--- config.mk ---
export PLATFORM = sky130hd
export DESIGN_NAME = axis_frame_feeder
export DESIGN_NICKNAME = d
export VERILOG_FILES = /design/src/rtl/canny_pkg.sv /design/src/rtl/axis_skid_fifo2.sv /design/src/rtl/axis_frame_feeder.sv
export SDC_FILE = /design/constraint.sdc
export NUM_CORES = 1
export LEC_CHECK = 0
export ABC_AREA = 1
export BUFFER_PORTS_ARGS = -buffer_cell sky130_fd_sc_hd__buf_2
export CAP_MARGIN = 40
export CORE_MARGIN = 2
export CORE_UTILIZATION = 55
export DETAILED_ROUTE_END_ITERATION = 10
export PLACE_DENSITY = 0.76
export SYNTH_ARGS = -nofsm -noshare
export SYNTH_HDL_FRONTEND = slang
export SYNTH_SLANG_ARGS = --single-unit
--- constraint.sdc ---
create_clock -name axi_clk -period 3.59 [get_ports axi_clk]
set_input_delay 0.359 -clock axi_clk [delete_from_list [all_inputs] [get_ports axi_clk]]
set_output_delay 0.359 -clock axi_clk [all_outputs]
set_load 0.01 [all_outputs]
--- src/rtl/canny_pkg.sv ---
// Shared definitions for the frame feeder and the accelerator's line controller.
package canny_pkg;

    localparam int unsigned PIX_W          = 8;
    localparam int unsigned IMG_WIDTH_DEF  = 512;
    localparam int unsigned IMG_HEIGHT_DEF = 512;

    typedef enum logic [1:0] {
        ST_IDLE  = 2'd0,
        ST_FETCH = 2'd1,
        ST_DRAIN = 2'd2
    } feeder_state_e;

    // One stream beat: the pixel plus the sideband flags that travel with it.
    typedef struct packed {
        logic             user;
        logic             last;
        logic [PIX_W-1:0] data;
    } pixel_beat_t;

endpackage

--- src/rtl/axis_skid_fifo2.sv ---
// Two-entry FIFO that absorbs the frame-buffer read latency ahead of the stream port.
module axis_skid_fifo2
    import canny_pkg::*;
(
    input  logic        clk,
    input  logic        rst_n,
    input  logic        wr_en,
    input  pixel_beat_t wr_beat,
    output logic [1:0]  count,
    output logic        out_valid,
    input  logic        out_ready,
    output pixel_beat_t out_beat
);

    pixel_beat_t slot [2];
    logic        wr_ptr;
    logic        rd_ptr;
    logic        push;
    logic        pop;

    // A write is accepted when there is room, including room freed by a same-cycle pop.
    always_comb begin
        pop  = out_valid && out_ready;
        push = wr_en && ((count != 2'd2) || pop);
    end

    // The head slot is never overwritten while it is presented, so the beat holds during stalls.
    assign out_valid = (count != 2'd0);
    assign out_beat  = slot[rd_ptr];

    // Storage, pointers and occupancy.
    always_ff @(posedge clk or negedge rst_n) begin
        if (!rst_n) begin
            slot[0] <= '0;
            slot[1] <= '0;
            wr_ptr  <= 1'b0;
            rd_ptr  <= 1'b0;
            count   <= 2'd0;
        end else begin
            if (push) begin
                slot[wr_ptr] <= wr_beat;
                wr_ptr       <= ~wr_ptr;
            end
            if (pop) begin
                rd_ptr <= ~rd_ptr;
            end
            count <= 2'(count + 2'(push) - 2'(pop));
        end
    end

endmodule

--- src/rtl/axis_frame_feeder.sv ---
// Streams a grayscale frame from the frame buffer to the edge-detection pipeline, line-paced by credits.
module axis_frame_feeder
    import canny_pkg::*;
#(
    parameter int unsigned IMG_WIDTH     = IMG_WIDTH_DEF,
    parameter int unsigned IMG_HEIGHT    = IMG_HEIGHT_DEF,
    parameter int unsigned PRELOAD_LINES = 4,
    parameter int unsigned ADDR_W        = 18,
    parameter int unsigned CREDIT_W      = 4
) (
    input  logic              axi_clk,
    input  logic              axi_rst_n,
    input  logic              start,
    output logic              busy,
    output logic              done,
    output logic              credit_err,
    output logic              mem_rd_en,
    output logic [ADDR_W-1:0] mem_addr,
    input  logic [PIX_W-1:0]  mem_rd_data,
    output logic              m_axis_tvalid,
    output logic [PIX_W-1:0]  m_axis_tdata,
    input  logic              m_axis_tready,
    output logic              m_axis_tlast,
    output logic              m_axis_tuser,
    input  logic              line_req
);

    localparam int unsigned COL_W  = $clog2(IMG_WIDTH);
    localparam int unsigned LINE_W = (IMG_HEIGHT > 1) ? $clog2(IMG_HEIGHT) : 1;

    localparam logic [COL_W-1:0]    COL_LAST    = COL_W'(IMG_WIDTH - 1);
    localparam logic [LINE_W-1:0]   LINE_LAST   = LINE_W'(IMG_HEIGHT - 1);
    localparam logic [CREDIT_W-1:0] CREDIT_MAX  = '1;
    localparam logic [CREDIT_W-1:0] CREDIT_INIT = CREDIT_W'(PRELOAD_LINES);

    feeder_state_e       state;
    logic [COL_W-1:0]    col;
    logic [LINE_W-1:0]   line;
    logic [CREDIT_W-1:0] credits;
    logic                req_q;
    logic                inflight;
    logic                tag_last;
    logic                tag_user;

    logic [1:0]          fifo_count;
    logic [2:0]          occupancy;
    logic                pop;
    logic                line_ok;
    logic                rd_fire;
    logic                line_start;
    logic                req_edge;
    logic                last_pix;
    pixel_beat_t         wr_beat;
    pixel_beat_t         out_beat;

    // Read gating: a line needs a credit to start, and the FIFO plus the in-flight read may hold two beats.
    always_comb begin
        pop        = m_axis_tvalid && m_axis_tready;
        occupancy  = 3'(fifo_count) + 3'(inflight) - 3'(pop);
        line_ok    = (col != '0) || (credits != '0);
        rd_fire    = (state == ST_FETCH) && line_ok && (occupancy < 3'd2);
        line_start = rd_fire && (col == '0);
        req_edge   = line_req && !req_q && (state != ST_IDLE);
        last_pix   = (col == COL_LAST) && (line == LINE_LAST);
        wr_beat.user = tag_user;
        wr_beat.last = tag_last;
        wr_beat.data = mem_rd_data;
    end

    assign mem_rd_en = rd_fire;

    // Frame sequencing, address/position counters, line credits and status flags.
    always_ff @(posedge axi_clk or negedge axi_rst_n) begin
        if (!axi_rst_n) begin
            state      <= ST_IDLE;
            col        <= '0;
            line       <= '0;
            credits    <= '0;
            mem_addr   <= '0;
            req_q      <= 1'b0;
            inflight   <= 1'b0;
            tag_last   <= 1'b0;
            tag_user   <= 1'b0;
            busy       <= 1'b0;
            done       <= 1'b0;
            credit_err <= 1'b0;
        end else begin
            done     <= 1'b0;
            req_q    <= line_req;
            inflight <= rd_fire;

            if (rd_fire) begin
                tag_last <= (col == COL_LAST);
                tag_user <= (col == '0) && (line == '0);
            end

            // A request and a line start in the same cycle cancel out.
            if (req_edge && !line_start) begin
                if (credits == CREDIT_MAX) begin
                    credit_err <= 1'b1;
                end else begin
                    credits <= CREDIT_W'(credits + 1'b1);
                end
            end else if (line_start && !req_edge) begin
                credits <= CREDIT_W'(credits - 1'b1);
            end

            case (state)
                ST_IDLE: begin
                    if (start) begin
                        state    <= ST_FETCH;
                        credits  <= CREDIT_INIT;
                        col      <= '0;
                        line     <= '0;
                        mem_addr <= '0;
                        busy     <= 1'b1;
                    end
                end
                ST_FETCH: begin
                    if (rd_fire) begin
                        if (last_pix) begin
                            state <= ST_DRAIN;
                        end else begin
                            mem_addr <= ADDR_W'(mem_addr + 1'b1);
                            if (col == COL_LAST) begin
                                col  <= '0;
                                line <= LINE_W'(line + 1'b1);
                            end else begin
                                col <= COL_W'(col + 1'b1);
                            end
                        end
                    end
                end
                ST_DRAIN: begin
                    // Leave as the final beat is accepted, so done follows it directly.
                    if (occupancy == 3'd0) begin
                        state   <= ST_IDLE;
                        done    <= 1'b1;
                        busy    <= 1'b0;
                        credits <= '0;
                    end
                end
                default: begin
                    state <= ST_IDLE;
                end
            endcase
        end
    end

    axis_skid_fifo2 u_fifo (
        .clk       (axi_clk),
        .rst_n     (axi_rst_n),
        .wr_en     (inflight),
        .wr_beat   (wr_beat),
        .count     (fifo_count),
        .out_valid (m_axis_tvalid),
        .out_ready (m_axis_tready),
        .out_beat  (out_beat)
    );

    assign m_axis_tdata = out_beat.data;
    assign m_axis_tlast = out_beat.last;
    assign m_axis_tuser = out_beat.user;

endmodule

==> summary.md <==
| Metric | Value |
|---|---|
| Die X-Extent | `90.53 um` |
| Outcome | `finished, final reports clean` |
| Layout Nets | `612` |
| ANT nets after route | `0` |
| Max-slew headroom | `53.78%` |
| Cell taking the most area after synthesis | `dfrtp_1` |
| Dpl cells | `673` |
| Synth cell types | `36` |
| Setup bufs post-CTS | `0` |
| CTS Buf Count | `9` |
| Syn nets | `568` |
| Final Hold Fails | `0` |
| R2r startpoint | `u_fifo.count[1]$_DFF_PN0_` |
| Crit path buffers/inverters | `3` |
| YS warnings | `0` |
| Core area | `7253 um^2` |
| Slew @ Worst Pin | `693.3 ps` |
| # DRC | `0` |
| Final Routed Wirelength | `8470 um` |
| Family with the most delay on the worst path | `adder cells` |
| Hold buffer count at cts | `0` |
| Sequential area share after synthesis | `44.36%` |
| Clk_skew | `8.576 ps` |
| Clock buffer depth | `2` |
| Slew Viols, Final | `0` |
| Crit path kind | `reg -> out` |
| Maximum fanout along the worst path | `6` |
| Die ar. | `8195 um^2` |
| Dominant synthesized flop cell | `dfrtp_1` |
| CP startpoint | `u_fifo.count[1]$_DFF_PN0_` |
| # diodes | `0` |
| Clk_lat worst skew | `350 ps` |
| Sum of negative setup slack | `0 ps` |
| Period utilization | `82.18%` |
| Worst Hold Slack | `53.26 ps` |
| Ratio of cells with drive above 1 in the final layout | `15.25%` |
| Drt pass-1 iters | `4` |
| Area grow syn2layout | `13.19%` |
| Hold Crit Class | `in -> async` |
| Max frequency | `338.9 MHz` |
| Pwr/cell area | `768.6 nW/um^2` |
| Initial DRC count | `220` |
| DR vias | `3469` |
| Final setup fails | `0` |
| Rows | `31` |
| Synth cell count leaders | `nand2_1, dfrtp_1, inv_1` |
| Post-DP HPWL | `6113 um` |
| DR WL/cell | `12.29 um` |
| Worst VDD drop | `0.0005820 V` |
| Crit. End Element | `output pin` |
| Most frequent cell after synthesis | `nand2_1` |
| Top cell type's share of synthesized area | `44.36%` |
| Fill count | `663` |
| Initial antenna violation count | `0` |
| IO Port Bufs | `45` |
| Asr flop ratio synth | `100.0%` |
| CP peak stage delay | `490 ps` |
| Mapped cell area | `4118 um^2` |
| H-tree levels | `3` |
| EDFF count, synth | `0` |
| Final min period | `2950 ps` |
| RSZ-0062 raised after global routing | `no` |
| Leak Pwr | `0.002404 uW` |
| CTS tree | `built` |
| WP data required | `3230 ps` |
| Synth area leaders | `dfrtp_1, nand2_1, inv_1` |
| First-pass GRT wire length | `14970 um` |
| Vias in the first global route | `3353` |
| Gpl congestion | `0.9201` |
| Worst setup SP type | `register` |
| Grt total ovfl | `0` |
| Max Cap Viol | `0` |
| Post-CTS sizing | `0` |
| Worst-path clk slew | `70 ps` |
| Die H | `90.53 um` |
| Post-route non-filler standard cell count | `689` |
| CP arrival | `2590 ps` |
| Clock sinks | `73` |
| Pin count of the biggest net entering global routing | `32` |
| CTS Root Cell | `clkbuf_8` |
| Cells along the critical path | `a21oi_1, a21oi_1, ha_1, inv_1, fa_1, nand3_2, nor2_4, nand2_4, inv_1, buf_2` |
| GRT Resource Usage Total | `22.24%` |
| CP max stage cell | `fa_1` |
| Initial Util | `56.77%` |
| DR vias/cell | `5.035` |
| Yosys reg bits | `73` |
| Num ports | `46` |
| Cells after Synth | `541` |
| Avg Synthesized Cell Area | `7.611 um^2` |
[cell families after synthesis]
logic type	count (synthesis)	synth area share, %
flops	73	44.36
buf+inv	79	8.022
compound gates	59	8.053
xor+xnor	20	4.254
simple gates	296	30.87
fa+ha+maj	14	4.436
[sequential cells by signal, summed over array words and instances (netlist names)]
name           cells
u_fifo.slot       20
mem_addr          18
col                9
line               9
credits            4
state              2
u_fifo.count       2
busy               1
credit_err         1
done               1
inflight           1
req_q              1
tag_last           1
tag_user           1
u_fifo.rd_ptr      1
u_fifo.wr_ptr      1
[layout make-up]
| cell class | instances | area (um^2) | share of cell area, % |
|---|---|---|---|
| repair buffers | 47 | 240.2 | 5.154 |
| multi-input cells | 389 | 1961 | 42.07 |
| clock buffers | 12 | 165.2 | 3.544 |
| inverters | 65 | 246.5 | 5.289 |
| clock inverters | 4 | 97.59 | 2.094 |
| well taps | 99 | 123.9 | 2.658 |
| flip-flops and latches | 73 | 1827 | 39.19 |
[power by group]
group          internal [uW]  total (uW)  switching [uW]
clock network            519         818             299
logic                    493        1490             995
registers               1060        1280             217
total                   2070        3580            1510
[placed cells by master (no fill, tap or decap), types with 2 or more instances in the layout]
master	synthesis	final
nand2_1	172	172
dfrtp_1	73	73
inv_1	60	60
nor2_1	52	52
buf_2	1	45
nand3_1	34	34
o21ai_0	27	27
xor2_1	14	14
o21ai_1	13	13
ha_1	13	13
clkbuf_8	0	12
nor3_1	11	11
nand4_1	9	9
a21oi_1	8	8
o21ai_2	8	8
xnor2_1	6	6
inv_2	4	4
nand2_2	3	3
bufinv_16	0	3
or2_2	2	2
nor2_2	2	2
nand2_4	2	2
nor4_1	2	2
buf_4	2	2
[path summary, 6_finish.rpt]
check / to / slack (ps) / cells past startpoint
setup / recovery: mem_rd_en / 640 / 10
hold / removal: col[6]$_DFFE_PN0P_ / 50 / 1
setup reg to reg: line[5]$_DFFE_PN0P_ / 660 / 13
hold reg to reg: credit_err$_DFFE_PN0P_ / 470 / 2
max in group asynchronous: line[3]$_DFFE_PN0P_ / 2730 / 2
min in group axi_clk: req_q$_DFF_PN0_ / 130 / 1
[routing by layer]
metal  share of wire [%]  track usage (%)  wire length [um]
met3                 5.5            4.758               462
met1                  47            30.23              3976
met4                 1.2            7.051                98
met5                   0                0                 0
met2                  46            35.76              3932
[per-stage QoR]
| stage | worst slack, ps | total power, uW | instance area (um^2) | utilization, % |
|---|---|---|---|---|
| floorplan | 1188 | 2465 | 4118 | - |
| global placement | 845.5 | 2727 | 4398 | 60.63 |
| detailed placement | 672.5 | 2783 | 4398 | 60.63 |
| CTS | 615.7 | 3607 | 4661 | 64.26 |
| global route | 393.2 | 3891 | 4661 | 64.26 |
| finish | 639.6 | 3582 | 4661 | 64.26 |
Power figures use the tool's default switching activity.
